## config.mk

```make
export PLATFORM = sky130hd
export DESIGN_NAME = row_transfer_engine
export DESIGN_NICKNAME = d
export VERILOG_FILES = /design/src/rtl/row_transfer_engine_pkg.sv /design/src/rtl/row_transfer_engine_row_word_mux.sv /design/src/rtl/row_transfer_engine.sv
export SDC_FILE = /design/constraint.sdc
export NUM_CORES = 2
export LEC_CHECK = 0
export BUFFER_PORTS_ARGS = -buffer_cell sky130_fd_sc_hd__buf_2
export CORE_AREA = 3 3 533 535
export CTS_BUF_LIST = sky130_fd_sc_hd__clkbuf_8
export DETAILED_ROUTE_END_ITERATION = 16
export DIE_AREA = 0 0 536 538
export GPL_TIMING_DRIVEN = 0
export SETUP_SLACK_MARGIN = 0.15
export SLEW_MARGIN = 40
export SYNTH_ARGS = -nofsm -noshare
export SYNTH_HDL_FRONTEND = slang
export SYNTH_SLANG_ARGS = --single-unit
```

## constraint.sdc

```tcl
create_clock -name clk -period 45.7 [get_ports clk]
set_input_delay 2.285 -clock clk [delete_from_list [all_inputs] [get_ports clk]]
set_output_delay 2.285 -clock clk [all_outputs]
set_load 0.03 [all_outputs]
```

## src/rtl/row_transfer_engine_pkg.sv

```systemverilog
// Shared constants, FSM encoding and DDR word-address packing for the row transfer engine.
package row_transfer_engine_pkg;

  localparam int ROW_W         = 640;
  localparam int WORD_W        = 16;
  localparam int WORDS_PER_ROW = 40;
  localparam int WORD_IDX_W    = 6;
  localparam int ROW_IDX_W     = 9;
  localparam int ADDR_W        = 24;

  localparam logic [WORD_IDX_W-1:0] LAST_WORD    = WORD_IDX_W'(WORDS_PER_ROW - 1);
  localparam logic [WORD_IDX_W-1:0] REFRESH_WORD = 6'd19;

  typedef enum logic [1:0] {
    ST_IDLE,
    ST_WRITE,
    ST_READ,
    ST_FINISH
  } state_e;

  function automatic logic [ADDR_W-1:0] pack_addr(input logic [ROW_IDX_W-1:0] row,
                                                  input logic [WORD_IDX_W-1:0] word);
    return {9'b0, row, word};
  endfunction

endpackage

```

## src/rtl/row_transfer_engine_row_word_mux.sv

```systemverilog
// Combinational pick of one 16-bit word out of a 640-bit row; indices 40..63 yield zero.
module row_word_mux
  import row_transfer_engine_pkg::*;
(
  input  logic [ROW_W-1:0]      row,
  input  logic [WORD_IDX_W-1:0] word,
  output logic [WORD_W-1:0]     data
);

  always_comb begin
    data = '0;
    for (int k = 0; k < WORDS_PER_ROW; k++) begin
      if (word == WORD_IDX_W'(k)) data = row[k*WORD_W +: WORD_W];
    end
  end

endmodule

```

## src/rtl/row_transfer_engine.sv

```systemverilog
// Writes one 640-bit row to DDR as 40 words, then optionally reads one back; one word per acknowledge.
// Optional refresh requests are enabled by defining ROW_TRANSFER_REFRESH_EN.
module row_transfer_engine
  import row_transfer_engine_pkg::*;
(
  input  logic                 clk,
  input  logic                 rst,
  input  logic                 start,
  input  logic                 doRead,
  input  logic [ROW_IDX_W-1:0] writeRowIndex,
  input  logic [ROW_IDX_W-1:0] readRowIndex,
  input  logic [ROW_W-1:0]     writeRow,
  output logic [ROW_W-1:0]     readRow,
  output logic                 busy,
  output logic                 done,
  output logic                 write,
  output logic [ADDR_W-1:0]    writeAddress,
  output logic [WORD_W-1:0]    writeData,
  input  logic                 writeAcknowledge,
  output logic                 read,
  output logic [ADDR_W-1:0]    readAddress,
  input  logic [WORD_W-1:0]    readData,
  input  logic                 readAcknowledge,
  output logic                 refresh,
  input  logic                 refreshAcknowledge
);

  state_e                state_q, state_d;
  logic [WORD_IDX_W-1:0] word_q, word_d;
  logic [ROW_W-1:0]      snap_q, snap_d;
  logic [ROW_W-1:0]      read_row_q, read_row_d;
  logic [ROW_IDX_W-1:0]  wr_row_q, wr_row_d;
  logic [ROW_IDX_W-1:0]  rd_row_q, rd_row_d;
  logic                  do_read_q, do_read_d;
  logic                  busy_q, busy_d;
  logic                  done_q, done_d;
  logic                  write_q, write_d;
  logic                  read_q, read_d;
  logic                  refresh_set;

  always_comb begin
    state_d     = state_q;
    word_d      = word_q;
    snap_d      = snap_q;
    read_row_d  = read_row_q;
    wr_row_d    = wr_row_q;
    rd_row_d    = rd_row_q;
    do_read_d   = do_read_q;
    busy_d      = busy_q;
    done_d      = 1'b0;
    write_d     = write_q;
    read_d      = read_q;
    refresh_set = 1'b0;

    case (state_q)
      ST_IDLE: begin
        if (start) begin
          state_d     = ST_WRITE;
          snap_d      = writeRow;
          wr_row_d    = writeRowIndex;
          rd_row_d    = readRowIndex;
          do_read_d   = doRead;
          word_d      = '0;
          busy_d      = 1'b1;
          write_d     = 1'b1;
          refresh_set = 1'b1;
        end
      end
      ST_WRITE: begin
        if (writeAcknowledge) begin
          refresh_set = (word_q == REFRESH_WORD);
          if (word_q == LAST_WORD) begin
            write_d = 1'b0;
            word_d  = '0;
            if (do_read_q) begin
              state_d = ST_READ;
              read_d  = 1'b1;
            end else begin
              state_d = ST_FINISH;
              done_d  = 1'b1;
            end
          end else begin
            word_d = word_q + 1'b1;
          end
        end
      end
      ST_READ: begin
        if (readAcknowledge) begin
          refresh_set = (word_q == REFRESH_WORD);
          for (int k = 0; k < WORDS_PER_ROW; k++) begin
            if (word_q == WORD_IDX_W'(k)) read_row_d[k*WORD_W +: WORD_W] = readData;
          end
          if (word_q == LAST_WORD) begin
            read_d  = 1'b0;
            word_d  = '0;
            state_d = ST_FINISH;
            done_d  = 1'b1;
          end else begin
            word_d = word_q + 1'b1;
          end
        end
      end
      ST_FINISH: begin
        // busy stays up through the done cycle so a start seen with done is still ignored
        busy_d  = 1'b0;
        state_d = ST_IDLE;
      end
      default: state_d = ST_IDLE;
    endcase
  end

  always_ff @(posedge clk or posedge rst) begin
    if (rst) begin
      state_q    <= ST_IDLE;
      word_q     <= '0;
      snap_q     <= '0;
      read_row_q <= '0;
      wr_row_q   <= '0;
      rd_row_q   <= '0;
      do_read_q  <= 1'b0;
      busy_q     <= 1'b0;
      done_q     <= 1'b0;
      write_q    <= 1'b0;
      read_q     <= 1'b0;
    end else begin
      state_q    <= state_d;
      word_q     <= word_d;
      snap_q     <= snap_d;
      read_row_q <= read_row_d;
      wr_row_q   <= wr_row_d;
      rd_row_q   <= rd_row_d;
      do_read_q  <= do_read_d;
      busy_q     <= busy_d;
      done_q     <= done_d;
      write_q    <= write_d;
      read_q     <= read_d;
    end
  end

  row_word_mux u_word_mux (
    .row  (snap_q),
    .word (word_q),
    .data (writeData)
  );

  assign readRow      = read_row_q;
  assign busy         = busy_q;
  assign done         = done_q;
  assign write        = write_q;
  assign read         = read_q;
  assign writeAddress = pack_addr(wr_row_q, word_q);
  assign readAddress  = pack_addr(rd_row_q, word_q);

`ifdef ROW_TRANSFER_REFRESH_EN
  logic refresh_q, refresh_d;

  // a new request arriving with the acknowledge of the previous one wins
  always_comb begin
    refresh_d = refresh_q;
    if (refreshAcknowledge) refresh_d = 1'b0;
    if (refresh_set)        refresh_d = 1'b1;
  end

  always_ff @(posedge clk or posedge rst) begin
    if (rst) refresh_q <= 1'b0;
    else     refresh_q <= refresh_d;
  end

  assign refresh = refresh_q;
`else
  logic unused_refresh;
  assign unused_refresh = refreshAcknowledge ^ refresh_set;
  assign refresh        = 1'b0;
`endif

endmodule

```

======== Word-level counts from Yosys, hierarchy flattened ========
Index checks and enable logic that the tools add are counted.
word-level totals
  flip-flop bits (word level) ............. 1311
  input port bits ......................... 681
  output and inout bits ................... 709
operators by class
  $add $sub $neg .......................... 1
  equal/unequal tests ..................... 48
  muxes and demuxes ....................... 68
  reduce and logical (&&, ||, !) cells .... 52
operator list
  kind                                            number
  two-way mux 16 bit                              40
  AND reduction 3 bit                             40
  == test 6 x 5 -> 1 bit (second input constant)  16
  == test 6 x 4 -> 1 bit (second input constant)  8
  == test 6 bit (second input constant)           8
  == test 6 x 3 -> 1 bit (second input constant)  4
  two-way mux 6 bit                               4
  case mux 6 bit (3 select lines)                 1
  two-way mux 1 bit                               13
  == test 6 x 2 -> 1 bit (second input constant)  2
  != test 2 bit (second input constant)           6
  two-way mux 2 bit                               5
  case mux 1 bit (2 select lines)                 4
  case mux 2 bit (4 select lines)                 1
  AND reduction 4 bit                             2
  adder 6 x 1 -> 6 bit (second input constant)    1
  == test 6 x 1 -> 1 bit (second input constant)  1
  logical NOT 6 bit                               1
  AND reduction 6 bit                             1
  nonzero test 2 bit                              3
  AND reduction 5 bit                             1
  == test 2 bit (second input constant)           2
  AND reduction 2 bit                             2
  nonzero test 3 bit                              1
  other kinds (2)                                 2

======== Depth between registers and ports, before layout ========
  depth after elaboration ................. 41
  mapped depth ............................ 12
  mapped depth without buffers ............ 9

======== Cells and area by module ========
From an unflattened synthesis, not the netlist that was laid out.
second synthesis, totals
  cells, all modules ...................... 4002
  area total of the unflattened synthesis .. 56404.1 um^2
modules (own cells, without submodules)
  module               times used  cells an instance  area an instance (um^2)  sequential area each (um^2)
  row_transfer_engine  1           2954               49418.6                  32806.5
  row_word_mux         1           1048               6985.4                   0.0

======== Worst setup path after synthesis ========
No wires, ideal clock.
  kind .................................... register to output
  start point ............................. register word_q[0]
  end point ............................... output writeData[1]
  data arrival time ....................... 2891 ps
  required time ........................... 43415 ps
  setup slack ............................. 40524 ps
  cell stages (with the launch flop) ...... 11
  path buffers ............................ 2
  cells stage by stage .................... dfrtp_1 > inv_1 > ha_1 > buf_2 > clkbuf_1 > nand3b_1 > o22ai_1 > or4_1 > a2111oi_0 > nand2_1 > a22oi_1
between the ends
  longest elaborated chain between the ends .. 41
ends and longest elaborated chain
  what                              line                                    source
  start, declared                   row_transfer_engine.sv:29               logic [WORD_IDX_W-1:0] word_q, word_d;
  start signal, assigned            row_transfer_engine.sv:127              word_q <= word_d;
  logical NOT 6 bit                 row_transfer_engine_row_word_mux.sv:13  if (word == WORD_IDX_W'(k)) data = row[k*WORD_W +: WORD_W];
  two-way mux 16 bit (39 in a row)  row_transfer_engine_row_word_mux.sv:13
  two-way mux 16 bit (*)            row_transfer_engine_row_word_mux.sv:13
  end, declared                     row_transfer_engine.sv:18               output logic [WORD_W-1:0] writeData,
Mark *: on every way between the ends. The rest lies on a longest branch, timed or not.

======== Worst setup path after layout ========
  start point ............................. register word_q[0]
  end point ............................... output writeData[7]
Same word-level chain as after synthesis.

==> out/qor.txt <==
status - finished clean
main combinational cell family by area after synthesis - multiplexers
XOR/XNOR Fraction of Synth Area - 0%
Die Wd - 536 um
most frequent cells after synthesis - dfrtp_1, mux2_2, clkbuf_1
# clock sinks - 1311
R2R Setup Slk - 41.55 ns
Die Span Y - 538 um
post-synthesis compound-gate area fraction - 6.09%
filler cell count - 29298
fin crit period - 8.63 ns
io pins - 1390
CTS Buf Count - 231
met3 routed WL - 31600 um
post-layout util - 26.3%
clk_lat worst skew - 0.95 ns
Power Dens Cells - 56.1 mW/mm^2
Startpoint Class - flop
initial core utilization - 19.7%
DRC - 0
Clock transition at path regs - 0.06 ns
Mean Syn Cell Area - 14.0 sq um
placer congestion estimate - 0.973
slowest library cell on the worst path - nand3_1
DR top layer - met5
Period Utilization, post-route - 18.9%
max-cap viol count - 0
Setup crit end - writeData[7]
Antenna Nets Post-Route - 0
Post-CTS Setup Bufs - 0
max frequency - 0.116 GHz
Synth Area in Simple Gates - 4.97%
share of layout cells above drive strength 1 - 57.8%
Worst R2R Path Depth - 9
Final Hold Vio Count - 0
Initial DRT Pass Iterations - 6
Tot Pwr - 0.00412 W
number of synthesized flops with an enable pin - 0
worst-path fanout max - 10
# rows - 194
LEAKAGE - 35.7 nW
setup_tns - 0 ns
Die Footprint - 0.288 sq mm
Slew headroom - 28.3%
register area - 0.0328 sq mm
area fraction of the dominant cell type after synthesis - 59.6%
post-cts sizing count - 0
I/O Buffers - 1353
Final nets - 6272
Top FF cell, synth - dfrtp_1
via count - 43803
top-count cell post-synth - dfrtp_1
synthesized flop and latch total - 1311
via/cell ratio - 4.58
register area share after synthesis - 59.6%
CTS tree - built
WL/cell - 31.3 um
Buf+Inv Stages, Crit Path - 4
clk_skew - 0.0605 ns
FF-to-FF Start - word_q[1]$_DFFE_PP0P_
area leader, netlist - dfrtp_1
final worst setup slack - 37.07 ns
WP depth - 12
worst r2r dst - readRow[151]$_DFFE_PP0P_
Synth Area in Adders - 0.182%
GRT Total Usage - 19.8%
setup violators final - 0
CP Capture Type - output port
GRT Residual Overflow - 0
dpl ws - 38.39 ns
area of the core - 0.279 sq mm
unrepaired setup endpoints after global routing - false
DP Wirelength - 249000 um
Layout area overhead - 33.4%
Synth cell types - 84
fraction of registers with async set/reset - 100%
number of global-route vias before repair - 44381
Gate Count Post-Synth - 3926
Syn. warnings - 0
Max stage delay on crit path - 0.69 ns
CTS max path bufs - 4
crit path DAT - 6.35 ns
htree depth - 4
Crit path max-delay family - simple AND/OR/NAND/NOR gates
synthesized area - 0.0550 sq mm
Peak VDD IR - 0.0000366 V
crit path kind - flop to output port
initial antenna violation count - 146
WL final - 300000 um
CP cell instances - inv_1, ha_1, buf_2, nor2_1, or4_1, buf_2, o2111ai_1, a221oi_1, nand4_1, nand3_1, o221ai_1, buf_2
cts-stage hold buffer count - 0
Worst EP required - 43.42 ns
1st-iter DRT viols - 3874
post-synthesis mux area share - 26.5%
footprint of the multi-input gates - 0.0212 sq mm
Met2 Routed Length - 135000 um
Clock Tree Root - clkbuf_8
CP most frequent cell - buf_2
global-route wire length before repair - 391000 um
worst hold path class - flop to flop
worst-margin pin slew - 1.07 ns
first element of the critical path - word_q[0]$_DFFE_PP0P_
largest net degree at the start of global routing - 87
Slew Limit Fails - 0
M1 WL - 119000 um
Area contributors post-synth - dfrtp_1, mux2_2, clkbuf_1
==> routing by layer <==
metal | track usage [%] | vias up
li1 | - | 17861
met1 | 24.3 | 22765
met2 | 31.3 | 2466
met3 | 7.55 | 629
met4 | 7.57 | 82
met5 | 0 | -
==> how the worst min path moves through the flow <==
stage	from	endpoint	slack, ns	depth (start not counted)
3_3_place_gp	readRow[574]$_DFFE_PP0P_	readRow[574]$_DFFE_PP0P_	0.48	1
6_report	readRow[187]$_DFFE_PP0P_	readRow[187]$_DFFE_PP0P_	0.50	1
3_5_place_dp	readRow[562]$_DFFE_PP0P_	readRow[562]$_DFFE_PP0P_	0.49	1
4_1_cts	readRow[525]$_DFFE_PP0P_	readRow[525]$_DFFE_PP0P_	0.50	1
5_1_grt	snap_q[332]$_DFFE_PP0P_	snap_q[332]$_DFFE_PP0P_	0.51	1
2_1_floorplan	snap_q[480]$_DFFE_PP0P_	snap_q[480]$_DFFE_PP0P_	0.47	1
==> through the flow <==
| stage | std cells | instance area, sq um | hold slack, ns |
|---|---|---|---|
| CTS | 9500 | 73200 | 0.501 |
| floorplan | 3944 | 55100 | 0.472 |
| finish | 9568 | 73400 | 0.498 |
| detailed placement | 9071 | 68000 | 0.487 |
| global route | 9529 | 73300 | 0.508 |
| global placement | 9021 | 66500 | 0.482 |
==> registers in the layout (all words and copies together) (netlist names) <==
signal     count
do_read_q      1
wr_row_q       9
write          1
readRow      640
read           1
busy           1
rd_row_q       9
done           1
word_q         6
snap_q       640
state_q        2
==> logic make-up (layout without fill, tap and decap cells) <==
kind of cell | Yosys count | in the layout
AO/OA/AOI/OAI | 469 | 469
flip-flops | 1311 | 1311
AND/OR/NAND/NOR | 519 | 519
other | 1 | 84
adder cells (fa/ha/maj) | 8 | 8
multiplexers | 1293 | 1293
buffers and inverters | 325 | 2160
==> cell type report <==
cell class,count,area share (%)
clock buffer,301,5.64
clock inverter,128,1.34
inverter,18,0.102
buffer,307,2.05
antenna,65,0.222
tap,3724,6.35
timing repair buffer,1406,10.7
multi-input combinational,2308,28.9
sequential,1311,44.7
==> placed cells by master, fill, tap and decap left out, types with 13 or more instances in the layout <==
cell,Yosys,final
o21ai_0,61,54
a21oi_1,69,68
inv_1,18,79
a22oi_1,32,32
nand2_1,106,102
buf_2,60,1420
mux2_2,1292,1292
buf_4,38,44
nor3_1,28,26
nor4_1,24,20
diode_2,0,65
nor2_1,150,124
clkbuf_2,0,61
dfrtp_1,1311,1311
o22ai_1,75,72
clkinv_2,0,36
clkbuf_1,195,133
o21a_1,13,13
a221o_1,29,29
nand3_1,64,63
o221ai_1,20,18
o211ai_1,32,32
nor2_4,1,20
buf_16,0,27
clkbuf_8,0,301
a221oi_1,43,40
bufinv_16,0,13
conb_1,1,19
a22o_1,19,19
nor2_2,6,13
nand4_1,38,38
==> power by group <==
group	switching, W	internal (W)
clock	0.000538	0.000667
combinational	0.000697	0.000466
sequential	0.000252	0.00150
Power figures use the tool's default switching activity.
